[src/rtl/instr_fetch_unit_if.sv]
// Bus bundle between the instruction fetch unit, instruction memory and the
// IR/decode stage. The fetch unit is the master: it drives the memory
// request and the instruction offer. The slave side answers memory requests
// and accepts instructions.
interface instr_fetch_unit_if #(
    parameter int WORD_WIDTH = 32
) ();

    // Instruction memory read channel
    logic                  mem_req;
    logic [WORD_WIDTH-1:0] mem_addr;
    logic                  mem_ack;
    logic [WORD_WIDTH-1:0] mem_rdata;

    // Instruction delivery channel towards the IR/decode stage
    logic                  instr_valid;
    logic                  instr_ready;
    logic [WORD_WIDTH-1:0] instr_out;
    logic [WORD_WIDTH-1:0] pc_out;

    modport master (
        output mem_req,
        output mem_addr,
        input  mem_ack,
        input  mem_rdata,
        output instr_valid,
        input  instr_ready,
        output instr_out,
        output pc_out
    );

    modport slave (
        input  mem_req,
        input  mem_addr,
        output mem_ack,
        output mem_rdata,
        input  instr_valid,
        output instr_ready,
        input  instr_out,
        input  pc_out
    );

endinterface

[src/rtl/instr_fetch_unit.sv]
// Instruction fetch unit. Owns the PC, issues one word read at a time to
// instruction memory over req/ack, parks the returned word together with
// its PC in output registers and offers it downstream over valid/ready.
// Branch/jump redirects reload the PC; a redirect that lands while a read is
// outstanding marks that read as killed so its data is dropped on arrival.
// There is no prefetch: a new read is only issued once the previous
// instruction has been handed off (or dropped by a redirect).
module instr_fetch_unit #(
    parameter int                    WORD_WIDTH = 32,
    parameter logic [WORD_WIDTH-1:0] RESET_PC   = '0,
    parameter int                    PC_STEP    = 4
) (
    input  logic                  CLK,
    input  logic                  RST,
    input  logic                  fetch_en,
    input  logic                  redirect_valid,
    input  logic [WORD_WIDTH-1:0] redirect_pc,
    instr_fetch_unit_if.master    bus
);

    // Clearing the two low bits keeps every PC and memory address word aligned.
    localparam logic [WORD_WIDTH-1:0] ALIGN_MASK = ~WORD_WIDTH'(3);
    localparam logic [WORD_WIDTH-1:0] STEP       = WORD_WIDTH'(PC_STEP);

    // IDLE: nothing outstanding, nothing held.
    // REQ : a read is on the bus (mem_req=1), waiting for mem_ack.
    // HOLD: an instruction sits in the output registers waiting for ready.
    typedef enum logic [1:0] {
        IDLE = 2'd0,
        REQ  = 2'd1,
        HOLD = 2'd2
    } state_t;

    state_t                state_reg,       state_next;
    logic [WORD_WIDTH-1:0] pc_reg,          pc_next;
    logic                  kill_reg,        kill_next;
    logic                  mem_req_reg,     mem_req_next;
    logic [WORD_WIDTH-1:0] mem_addr_reg,    mem_addr_next;
    logic                  instr_valid_reg, instr_valid_next;
    logic [WORD_WIDTH-1:0] instr_out_reg,   instr_out_next;
    logic [WORD_WIDTH-1:0] pc_out_reg,      pc_out_next;

    logic [WORD_WIDTH-1:0] redirect_target;
    logic [WORD_WIDTH-1:0] pc_seq;

    // Aligned redirect target and the sequential successor of the current PC
    // (the add wraps naturally modulo 2^WORD_WIDTH).
    always_comb begin
        redirect_target = redirect_pc & ALIGN_MASK;
        pc_seq          = (pc_reg + STEP) & ALIGN_MASK;
    end

    // State register and all registered outputs; RST wins over everything.
    always_ff @(posedge CLK) begin
        if (RST) begin
            state_reg       <= IDLE;
            pc_reg          <= RESET_PC & ALIGN_MASK;
            kill_reg        <= 1'b0;
            mem_req_reg     <= 1'b0;
            mem_addr_reg    <= RESET_PC & ALIGN_MASK;
            instr_valid_reg <= 1'b0;
            instr_out_reg   <= '0;
            pc_out_reg      <= '0;
        end else begin
            state_reg       <= state_next;
            pc_reg          <= pc_next;
            kill_reg        <= kill_next;
            mem_req_reg     <= mem_req_next;
            mem_addr_reg    <= mem_addr_next;
            instr_valid_reg <= instr_valid_next;
            instr_out_reg   <= instr_out_next;
            pc_out_reg      <= pc_out_next;
        end
    end

    // Next-state and next-output logic. Redirect always takes priority over
    // the sequential PC update. Whenever a new read is launched, mem_addr is
    // loaded from the PC value that will be current in the next cycle, so a
    // redirect arriving on the launch edge is fetched immediately.
    always_comb begin
        state_next       = state_reg;
        pc_next          = pc_reg;
        kill_next        = kill_reg;
        mem_req_next     = mem_req_reg;
        mem_addr_next    = mem_addr_reg;
        instr_valid_next = instr_valid_reg;
        instr_out_next   = instr_out_reg;
        pc_out_next      = pc_out_reg;

        unique case (state_reg)
            IDLE: begin
                mem_req_next     = 1'b0;
                instr_valid_next = 1'b0;
                if (redirect_valid) begin
                    pc_next = redirect_target;
                end
                if (fetch_en) begin
                    state_next    = REQ;
                    mem_req_next  = 1'b1;
                    mem_addr_next = pc_next & ALIGN_MASK;
                end
            end

            REQ: begin
                // The address stays on the bus until the ack; fetch_en is
                // ignored here so an issued read is never abandoned.
                if (redirect_valid) begin
                    pc_next = redirect_target;
                end
                if (bus.mem_ack) begin
                    mem_req_next = 1'b0;
                    if (kill_reg || redirect_valid) begin
                        // Stale data: drop it. Going through IDLE leaves
                        // mem_req low for exactly one cycle before the
                        // re-fetch at the new PC (if fetch_en still allows).
                        kill_next  = 1'b0;
                        state_next = IDLE;
                    end else begin
                        instr_out_next   = bus.mem_rdata;
                        pc_out_next      = pc_reg;
                        instr_valid_next = 1'b1;
                        state_next       = HOLD;
                    end
                end else if (redirect_valid) begin
                    // Remember that the outstanding read is now stale.
                    kill_next = 1'b1;
                end
            end

            HOLD: begin
                if (redirect_valid || bus.instr_ready) begin
                    // A redirect drops the held instruction even if the
                    // consumer was ready in the same cycle.
                    pc_next          = redirect_valid ? redirect_target : pc_seq;
                    instr_valid_next = 1'b0;
                    if (fetch_en) begin
                        state_next    = REQ;
                        mem_req_next  = 1'b1;
                        mem_addr_next = pc_next & ALIGN_MASK;
                    end else begin
                        state_next = IDLE;
                    end
                end
            end

            default: begin
                state_next       = IDLE;
                kill_next        = 1'b0;
                mem_req_next     = 1'b0;
                instr_valid_next = 1'b0;
            end
        endcase
    end

    assign bus.mem_req     = mem_req_reg;
    assign bus.mem_addr    = mem_addr_reg;
    assign bus.instr_valid = instr_valid_reg;
    assign bus.instr_out   = instr_out_reg;
    assign bus.pc_out      = pc_out_reg;

endmodule

[src/flat_wrapper.sv]
// flat-port wrapper written by rule: the top's interface ports become plain ports
module instr_fetch_unit_flat 
#(
    parameter int                    WORD_WIDTH = 32,
    parameter logic [WORD_WIDTH-1:0] RESET_PC   = '0,
    parameter int                    PC_STEP    = 4
)
  (CLK, RST, fetch_en, redirect_valid, redirect_pc, bus_mem_req, bus_mem_addr, bus_mem_ack, bus_mem_rdata, bus_instr_valid, bus_instr_ready, bus_instr_out, bus_pc_out);
  instr_fetch_unit_if #(.WORD_WIDTH(WORD_WIDTH)) bus_i ();
  input  logic CLK;
  input  logic RST;
  input  logic fetch_en;
  input  logic redirect_valid;
  input  logic [WORD_WIDTH-1:0] redirect_pc;
  output wire logic [$bits(bus_i.mem_req)-1:0] bus_mem_req;
  output wire logic [$bits(bus_i.mem_addr)-1:0] bus_mem_addr;
  input wire logic [$bits(bus_i.mem_ack)-1:0] bus_mem_ack;
  input wire logic [$bits(bus_i.mem_rdata)-1:0] bus_mem_rdata;
  output wire logic [$bits(bus_i.instr_valid)-1:0] bus_instr_valid;
  input wire logic [$bits(bus_i.instr_ready)-1:0] bus_instr_ready;
  output wire logic [$bits(bus_i.instr_out)-1:0] bus_instr_out;
  output wire logic [$bits(bus_i.pc_out)-1:0] bus_pc_out;
  assign bus_mem_req = bus_i.mem_req;
  assign bus_mem_addr = bus_i.mem_addr;
  assign bus_i.mem_ack = bus_mem_ack;
  assign bus_i.mem_rdata = bus_mem_rdata;
  assign bus_instr_valid = bus_i.instr_valid;
  assign bus_i.instr_ready = bus_instr_ready;
  assign bus_instr_out = bus_i.instr_out;
  assign bus_pc_out = bus_i.pc_out;
  instr_fetch_unit #(.WORD_WIDTH(WORD_WIDTH), .RESET_PC(RESET_PC), .PC_STEP(PC_STEP)) u_core (.CLK(CLK), .RST(RST), .fetch_en(fetch_en), .redirect_valid(redirect_valid), .redirect_pc(redirect_pc), .bus(bus_i));
endmodule
[config.mk]
export PLATFORM = sky130hd
export DESIGN_NAME = instr_fetch_unit_flat
export DESIGN_NICKNAME = d
export VERILOG_FILES = /design/src/rtl/instr_fetch_unit_if.sv /design/src/rtl/instr_fetch_unit.sv /design/src/flat_wrapper.sv
export SDC_FILE = /design/constraint.sdc
export NUM_CORES = 1
export LEC_CHECK = 0
export ABC_AREA = 1
export BUFFER_PORTS_ARGS = -buffer_cell sky130_fd_sc_hd__buf_2
export CAP_MARGIN = 30
export CORE_UTILIZATION = 58
export CTS_BUF_LIST = sky130_fd_sc_hd__clkbuf_4
export DETAILED_ROUTE_END_ITERATION = 10
export PLACE_DENSITY = 0.88
export SYNTH_ARGS = -nofsm -noshare
export SYNTH_HDL_FRONTEND = slang
export SYNTH_SLANG_ARGS = --single-unit
[constraint.sdc]
create_clock -name CLK -period 3.14 [get_ports CLK]
set_clock_uncertainty 0.05 [all_clocks]
set_input_delay 0.157 -clock CLK [delete_from_list [all_inputs] [get_ports CLK]]
set_output_delay 0.157 -clock CLK [all_outputs]
set_load 0.02 [all_outputs]
==> Word level (Yosys, flattened, before mapping) <==
Cells that the tools add are included.
{ "totals": {"inputBits": 70, "register_bits": 133, "out_inout_bits": 98} }
{ "classes": {"reduce_logical": 15, "n_eq_ne": 10, "bitwise": 2, "add_sub_neg": 1, "mux": 27} }
{ "ops": {"columns": ["operator", "count"], "rows": [
  ["two-way mux 32 bit", 6],
  ["one-hot mux 32 bit (2 select lines)", 2],
  ["adder 32 x 3 -> 32 bit, second input constant", 1],
  ["AND reduction 3 bit", 6],
  ["two-way mux 1 bit", 11],
  ["two-way mux 2 bit", 4],
  ["inequality test 2 bit, second input constant", 4],
  ["one-hot mux 2 bit (3 select lines)", 1],
  ["inequality test 2 x 1 -> 1 bit, second input constant", 2],
  ["one-hot mux 1 bit (2 select lines)", 2],
  ["AND reduction 4 bit", 1],
  ["nonzero test 2 bit", 2],
  ["OR reduction 2 bit", 2],
  ["inequality test 3 x 2 -> 1 bit, second input constant", 1],
  ["inequality test 3 bit, second input constant", 1],
  ["one-hot mux 1 bit (3 select lines)", 1],
  ["== test 2 x 1 -> 1 bit, second input constant", 1],
  ["== test 2 bit, second input constant", 1],
  ["logical NOT 2 bit", 1],
  ["logical OR 1 bit", 2],
  ["inverter 1 bit", 2],
  ["AND reduction 2 bit", 1]
]} }

==> Depth between registers and ports, before layout <==
Gate-level depths: netlist (run 1).
{ "logic_depth": {"ltp_word": 5, "mapped_depth": 12, "ltp_nobuf": 12} }

==> Worst setup path after synthesis (run 1) <==
Ideal clock, no wire load.
{ "synth_path": {"path_kind": "reg2reg", "from": "register u_core.pc_reg[3]", "to": "register u_core.mem_addr_reg[22], in the netlist u_core.bus.mem_addr[22]", "path_slack_ns": 1.550, "n_path_buf": 0, "arrival_ns": 1.431, "required_time_ns": 2.981, "synth_period_minus_slack_ns": 1.590, "path_stages_with_launch": 13, "setup_ns": 0.109, "path_cell_list": "dfxtp_1 ha_1 inv_1 nor2_1 nand2_1 nor2_1 nand3b_1 nand2_1 inv_1 nand2_1 nand3_1 nand2_1 inv_1"} }
{ "synth_via": {"elab_chain_cells": 5} }
{ "synth_lines": {"columns": ["element", "line", "rtl"], "rows": [
  ["from (decl)", "instr_fetch_unit.sv:35", "logic [WORD_WIDTH-1:0] pc_reg, pc_next;"],
  ["from (signal assigned)", "instr_fetch_unit.sv:57", "pc_reg <= RESET_PC & ALIGN_MASK;"],
  ["from (signal assigned)", "instr_fetch_unit.sv:66", "pc_reg <= pc_next;"],
  ["adder 32 x 3 -> 32 bit", "instr_fetch_unit.sv:50", "pc_seq = (pc_reg + STEP) & ALIGN_MASK;"],
  ["two-way mux 32 bit", "instr_fetch_unit.sv:134", "pc_next = redirect_valid ? redirect_target : pc_seq;"],
  ["two-way mux 32 bit", "instr_fetch_unit.sv:136", "if (fetch_en) begin"],
  ["two-way mux 32 bit", "instr_fetch_unit.sv:131", "if (redirect_valid || bus.instr_ready) begin"],
  ["one-hot mux 32 bit (2 select lines)", "instr_fetch_unit.sv:90", "unique case (state_reg)"],
  ["to (signal assigned)", "instr_fetch_unit.sv:60", "mem_addr_reg <= RESET_PC & ALIGN_MASK;"],
  ["to (signal assigned)", "instr_fetch_unit.sv:69", "mem_addr_reg <= mem_addr_next;"],
  ["to (decl)", "instr_fetch_unit.sv:38", "logic [WORD_WIDTH-1:0] mem_addr_reg, mem_addr_next;"]
]} }
Every way passes these cells. The select of a mux whose other input is x is not followed.
A chain may end at the register's enable or synchronous reset.

==> Final worst setup path (run 1) <==
{ "layout_path": {"from": "register u_core.state_reg[0]", "to": "register u_core.pc_reg[18]"} }
{ "layout_via": {"elab_chain_cells": 4, "word_cells_on_any_way": 8, "classes_between": "eq/ne (3); mux (1); reduce/logical (4)"} }
{ "layout_lines": {"columns": ["element", "line", "rtl"], "rows": [
  ["from (decl)", "instr_fetch_unit.sv:34", "state_t state_reg, state_next;"],
  ["from (signal assigned)", "instr_fetch_unit.sv:65", "state_reg <= state_next;"],
  ["== test 2 x 1 -> 1 bit / logical NOT 2 bit (equally long branches)", "instr_fetch_unit.sv:90", null],
  ["OR reduction 2 bit (no source line)", null, null],
  ["nonzero test 2 bit (no source line)", null, null],
  ["AND reduction 2 bit (no source line)", null, null]
]} }
Several ways; a longest one is shown, not always the timed one.

==> results.yml, run 1 <==
cts:
  cts-root-buf: "clkbuf_4"
  htreeDepth: 4
  clkLatencyLatePin_ns: 0.54
  cts_setup_buffers: 0
  cts.clk_slew.worst_paths_ns: 0.12
  cts.hold.buffers_added: 64
  clock-sinks: 127
  clk_path_buf_depth: 2
  post_cts_resized: 0
  cts_buffers: 17
  cts_tree: "done"
grt:
  grt_pass1_vias: 6187
  use_met2_pct: 62.0
  antenna_found_initial: 0
  grt_usage_pct: 36.5
  grt-busiest-layer: "met2"
  grt_max_degree: 73
  grt_pass1_wl_um: 29500
  grtUsageMet3_pct: 10.9
  grtUsageMet1_pct: 42.0
  overflow: 0
final_layout:
  diodes: 0
  drive_above_1_share_pct: 20.9
  syn_to_final_growth_pct: 29.7
  fin_area_sq_um: 7570
  regArea_sq_um: 2540
  nets: 1116
  n_fill_cell: 716
  largest_register_ffs: 32
  multi_input_area_sq_um: 2760
  postLayoutCoreUtil_pct: 77.4
critical_path:
  crit_family: "compound AO/OA/AOI/OAI gates"
  cpPeakStageDelay_ns: 0.43
  worstPathCellList: "nor2_4, nand2_4, nor2_4, inv_4, a21oi_4, inv_2, o21ai_0, a21oi_1"
  endpoint_kind: "flop"
  start_kind: "flop"
  crit_buf_inv: 2
  crit_path_max_fanout: 45
  cpMaxStageDelayCell: "inv_2"
  critical_path_required_ns: 3.49
  cp_common_cell: "nor2_4"
  crit_type: "flop to flop"
  arrival_ns: 2.58
min_path:
  hold_path.class: "input pin to flop"
place:
  gp_congestion: 0.945
  dp_hpwl_um: 10700
  placed_area_sq_um: 6620
  portBuffers: 161
floorplanning:
  die_area_sq_um: 10500
  rows: 36
  io_pins: 168
  start_util_pct: 59.7
  core_region_area_sq_um: 9770
  die-height_um: 102
  die_w_um: 102
pwr:
  switching_power_uw: 1090
  ir_drop_v: 0.000444
  p_comb_share_pct: 15.8
  cellLeakagePower_uw: 0.00356
  p_per_area_nw_per_um2: 473
  p_int_uw: 2490
  p_seq_share_pct: 49.6
  pwr-share-clk_pct: 34.5
  p_sw_share_pct: 30.4
drt:
  drc: 0
  postRouteAntennaNets: 0
  wl_um: 18200
  wl_per_cell_um: 15.3
  first_pass_iters: 6
  drt_iter0_drc: 474
  vias_per_cell: 5.46
  vias: 6507
sta:
  final-hold-violation-count: 0
  tightest_slew_ns: 0.858
  period_share_pct: 71.2
  setup_viol: 0
  setup_tns_ns: 0
  clock.fmax_ghz: 0.447
  layout_min_cycle_time_ns: 2.24
  slew_headroom_pct: 42.7
  slew_violations: 0
  rsz0062_at_grt: "false"
logic_synthesis:
  syn_avg_cell_area_sq_um: 6.93
  ys_ff_latch: 127
  synth.distinct_cells: 36
  syn_inst: 842
  yosysWarnings: 0
  yosysSeqAreaShare_pct: 43.6
  syn_area_sq_um: 5830
run:
  maxCapViolCount: 0
run_status:
  status: "finished clean"
[layout make-up]
cell class | instances | area share, %
clock inverter | 15 | 2.41
multi-input combinational | 594 | 36.4
inverter | 75 | 3.75
timing repair buffer | 230 | 19.9
sequential | 127 | 33.6
tap | 133 | 2.20
clock buffer | 17 | 1.69
[metal layers]
layer	share of wire, %	vias up
met5	0	-
met4	3.4	0
met3	9.2	63
met2	49	376
met1	39	2915
li1	-	3153
[tightest hold or removal path, cell delays in order]
cell     delay (ns)
buf_2          0.09
nand2_1        0.06
o21ai_0        0.12
nand2_1        0.09
a21oi_1        0.06
[worst paths after layout]
kind	from	to	slack [ns]	cells past startpoint
setup / recovery	u_core.state_reg[0]	u_core.pc_reg[18]	0.90	8
hold / removal	redirect_pc[2]	u_core.bus.mem_addr[2]	0.04	5
setup reg to reg	u_core.state_reg[0]	u_core.pc_reg[18]	0.90	8
hold reg to reg	u_core.bus.mem_addr[3]	u_core.bus.mem_addr[3]	0.42	2
[synthesized netlist by cell type]
master	count	area (sq um)
nand2_1	148	556
nor2_1	128	480
dfxtp_1	127	2540
o21ai_0	107	536
a21oi_1	81	405
inv_1	69	259
nand3_1	60	300
clkbuf_1	25	93.8
o21ai_1	13	65.1
buf_2	11	55.1
o21a_1	11	82.6
nand4_1	7	43.8
buf_6	6	67.6
or2_2	6	37.5
buf_4	5	37.5
inv_2	4	15.0
nand3b_1	4	30.0
nor2_2	4	25.0
nor3_1	4	20.0
buf_1	2	7.51
nand3_2	2	20.0
nor2_4	2	22.5
o211ai_1	2	15.0
xor2_1	2	17.5
a211oi_1	1	7.51
a21oi_4	1	16.3
a31oi_1	1	6.26
and2_1	1	6.26
clkinv_1	1	3.75
conb_1	1	3.75
ha_1	1	12.5
inv_4	1	6.26
nand2_2	1	6.26
nand2_4	1	11.3
o211ai_2	1	12.5
o21bai_1	1	7.51
[kinds of logic after synthesis]
kind of cell / count (synthesis) / synth area share (%)
AOI/OAI and AO/OA: 219 / 19.8
and+or+nand+nor: 368 / 26.7
buffers and inverters: 124 / 9.35
xor gates and xnor gates: 2 / 0.300
adders and majority gates: 1 / 0.214
DFF: 127 / 43.6
other: 1 / 0.0643
[power groups by stage]
stage	sequential (uW)	clock (uW)	combinational, uW
final	1780	1230	567
after floorplan	1870	0	253
after detailed placement	1800	0	482
after global placement	1800	0	472
after CTS	1770	1240	547
after global routing	1790	1300	627
[layout by cell type (no fill, tap or decap), drive strengths merged]
master,count
nand3,62
a21oi,82
clkbuf,17
ha,1
buf,166
o21bai,1
o21a,11
inv,80
or2,6
clkinv,5
and2,1
a31oi,1
nand4,7
o211ai,3
dlygate4sd3,64
nor3,4
dfxtp,127
clkinvlp,2
conb,4
bufinv,3
nor2,134
xor2,2
nand3b,4
a211oi,1
nand2,150
o21ai,120
[metrics by stage]
stage,hold slack (ns),setup slack [ns],total power [uW],std cells
final,0.0357,0.904,3580,1191
after global placement,0.355,0.903,2270,1095
after floorplan,0.274,1.55,2120,845
after global routing,0.0481,0.749,3720,1191
after detailed placement,0.364,0.851,2290,1095
after CTS,0.0235,0.970,3550,1191
(Power assumes the default switching activity.)
==> inputs of run 2 (changes only) <==
--- a/config.mk
+++ b/config.mk
@@ -5,13 +5,13 @@
 export SDC_FILE = /design/constraint.sdc
 export NUM_CORES = 1
 export LEC_CHECK = 0
-export ABC_AREA = 1
+export ABC_AREA = 0
 export BUFFER_PORTS_ARGS = -buffer_cell sky130_fd_sc_hd__buf_2
 export CAP_MARGIN = 30
-export CORE_UTILIZATION = 58
+export CORE_UTILIZATION = 54
 export CTS_BUF_LIST = sky130_fd_sc_hd__clkbuf_4
 export DETAILED_ROUTE_END_ITERATION = 10
-export PLACE_DENSITY = 0.88
+export PLACE_DENSITY = 0.83
 export SYNTH_ARGS = -nofsm -noshare
 export SYNTH_HDL_FRONTEND = slang
 export SYNTH_SLANG_ARGS = --single-unit
==> constraint.sdc (replaced) <==
create_clock -name CLK -period 2.1 [get_ports CLK]
set_clock_uncertainty 0.05 [all_clocks]
set_input_delay 0.105 -clock CLK [delete_from_list [all_inputs] [get_ports CLK]]
set_output_delay 0.105 -clock CLK [all_outputs]
set_load 0.02 [all_outputs]
==> run 2 against run 1 <==
Total power up 49%. Wire length up 8.6%. Sequential cell count unchanged. Sequential power up 45%. Register-to-register slack worse by 0.85 ns. Sequential share of layout area down 1.9 points. Worst setup slack worse by 0.85 ns. Largest cell class unchanged.
==> results.yml, run 2 <==
run_status:
  status: "finished clean"
grt:
  grt_pass1_vias: 6373
  overflow: 0
  grt_pass1_wl_um: 31100
  grt_max_degree: 70
  antenna_found_initial: 1
  grt_usage_pct: 34.9
sta:
  final-hold-violation-count: 0
  setup_viol: 0
  timing.hold.ws_ns: 0.0774
  clock.fmax_ghz: 0.489
  setup_tns_ns: 0
  slew_violations: 0
  tightest_slew_ns: 0.618
  period_share_pct: 97.4
  slew_headroom_pct: 58.8
  layout_min_cycle_time_ns: 2.05
drt:
  drc: 0
  wl_per_cell_um: 17.1
  m1WireLength_um: 7810
  first_pass_iters: 5
  top_layer: "met4"
  dr_wl_met3_um: 1510
  wl_met2_um: 9520
  vias: 6789
  wl_um: 19700
  postRouteAntennaNets: 0
  drt_iter0_drc: 686
  vias_per_cell: 5.88
pwr:
  switching_power_uw: 1530
  p_seq_share_pct: 48.4
  p_int_uw: 3800
  p_comb_share_pct: 15.5
  p_sw_share_pct: 28.7
  ir_drop_v: 0.000534
  pwr-share-clk_pct: 36.1
  cellLeakagePower_uw: 0.00336
  p_per_area_nw_per_um2: 664
  power_uw: 5340
critical_path:
  critical_path_required_ns: 2.50
  arrival_ns: 2.45
  critPathLaunch: "u_core.state_reg[0]"
  crit_type: "flop to flop"
  endpoint_kind: "flop"
  worstPathCellList: "and4b_1, nand4_1, or4_4, or4_1, a31oi_1"
  cpPeakStageDelay_ns: 0.46
  crit_path_max_fanout: 7
  start_kind: "flop"
  cpMaxStageDelayCell: "or4_4"
  crit-reg2reg-launch: "u_core.state_reg[0]"
logic_synthesis:
  async_flop_share_pct: 0
  synth_edf_count: 0
  synth.distinct_cells: 60
  synth.most_common_cell: "nand2_1"
  ys_ff_latch: 127
  yosysWarnings: 0
  syn_inst: 768
  yosysSeqAreaShare_pct: 43.3
  syn_area_sq_um: 5870
  synthTopCellsByArea: "dfxtp_1 43%, nand2_1 13%, a21oi_1 9.0%"
  synth_ff_type: "dfxtp_1"
  synth_commonest_cells: "201 x nand2_1, 127 x dfxtp_1, 105 x a21oi_1"
  syn_avg_cell_area_sq_um: 7.64
  synth_top_cell_by_area: "dfxtp_1"
  synth_top_area_share_pct: 43.3
final_layout:
  nets: 1076
  syn_to_final_growth_pct: 37.1
  largest_register_ffs: 32
  drive_above_1_share_pct: 26.9
  final_common_cell: "nand2_1"
  fin_area_sq_um: 8040
  final_cell_mix: "201 x nand2_1, 160 x buf_2, 124 x dfxtp_1"
  postLayoutCoreUtil_pct: 77.2
floorplanning:
  die_w_um: 106
  die-height_um: 106
  io_pins: 168
  start_util_pct: 56.3
  core_region_area_sq_um: 10400
  rows: 37
  die_area_sq_um: 11300
place:
  gp_congestion: 0.876
  portBuffers: 161
  dp_hpwl_um: 11800
  placed_area_sq_um: 7020
min_path:
  hold_path.class: "input pin to flop"
  min_from: "fetch_en"
cts:
  clkLatencyLatePin_ns: 0.53
  cts-root-buf: "clkbuf_4"
  clk_path_buf_depth: 2
  cts_tree: "done"
  cts.clk_slew.worst_paths_ns: 0.11
  htreeDepth: 4
  cts_buffers: 17
  clock-sinks: 127
  cts_setup_buffers: 0
run:
  maxCapViolCount: 0
[run 2: cell type report]
class	count	area (sq um)
flip-flops and latches	127	2550
clock inverters	14	191
clock buffers	17	128
multi-input cells	565	3040
fillers	751	2380
well taps	136	170
inverters	11	41.3
repair buffers	283	1920
diodes	1	2.50
[run 2: layer usage]
layer	vias up	track usage, %
met3	99	8.15
met2	431	57.1
li1	3161	-
met1	3098	42.0
met4	0	19.8
met5	-	0
[run 2: power groups by stage]
stage / clock [uW] / combinational [uW] / sequential [uW]
after floorplan: 0 / 344 / 2700
after global placement: 0 / 681 / 2630
after detailed placement: 0 / 691 / 2630
after CTS: 1920 / 791 / 2580
after global routing: 2030 / 883 / 2590
final: 1930 / 826 / 2580
[run 2: timing repair]
item	CTS	global route
setup endpoints to repair	0	10
hold endpoints to repair	105	2
resized for setup	0	8
hold buffers	66	1
[run 2: worst paths after layout]
kind / endpoint / slack [ns] / cells after the start
worst max-delay path: u_core.pc_reg[30] / 0.05 / 5
worst min-delay path: u_core.bus.mem_req / 0.08 / 6
worst max register to register: u_core.pc_reg[30] / 0.05 / 5
worst min register to register: u_core.bus.instr_out[1] / 0.41 / 2
[run 2: per-stage QoR]
stage	setup WS, ns	instances
floorplan	0.175	771
global placement	0.130	1055
detailed placement	0.0767	1055
CTS	0.0649	1152
global route	-0.00580	1154
finish	0.0539	1154
[run 2: cell families after synthesis]
| group | after synthesis | share of synthesized area [%] |
|---|---|---|
| buffers and inverters | 79 | 5.55 |
| muxes | 4 | 0.725 |
| xor gates and xnor gates | 17 | 2.54 |
| DFF | 127 | 43.3 |
| and+or+nand+nor | 321 | 25.2 |
| adders and majority gates | 1 | 0.213 |
| AOI/OAI and AO/OA | 218 | 22.4 |
| other | 1 | 0.0639 |
[run 2: critical path: cells and delay by family (launching register included)]
kind | cells | cell delay, ns
AO/OA/AOI/OAI | 1 | 0.16
AND/OR/NAND/NOR | 4 | 1.37
flip-flops | 1 | 0.40
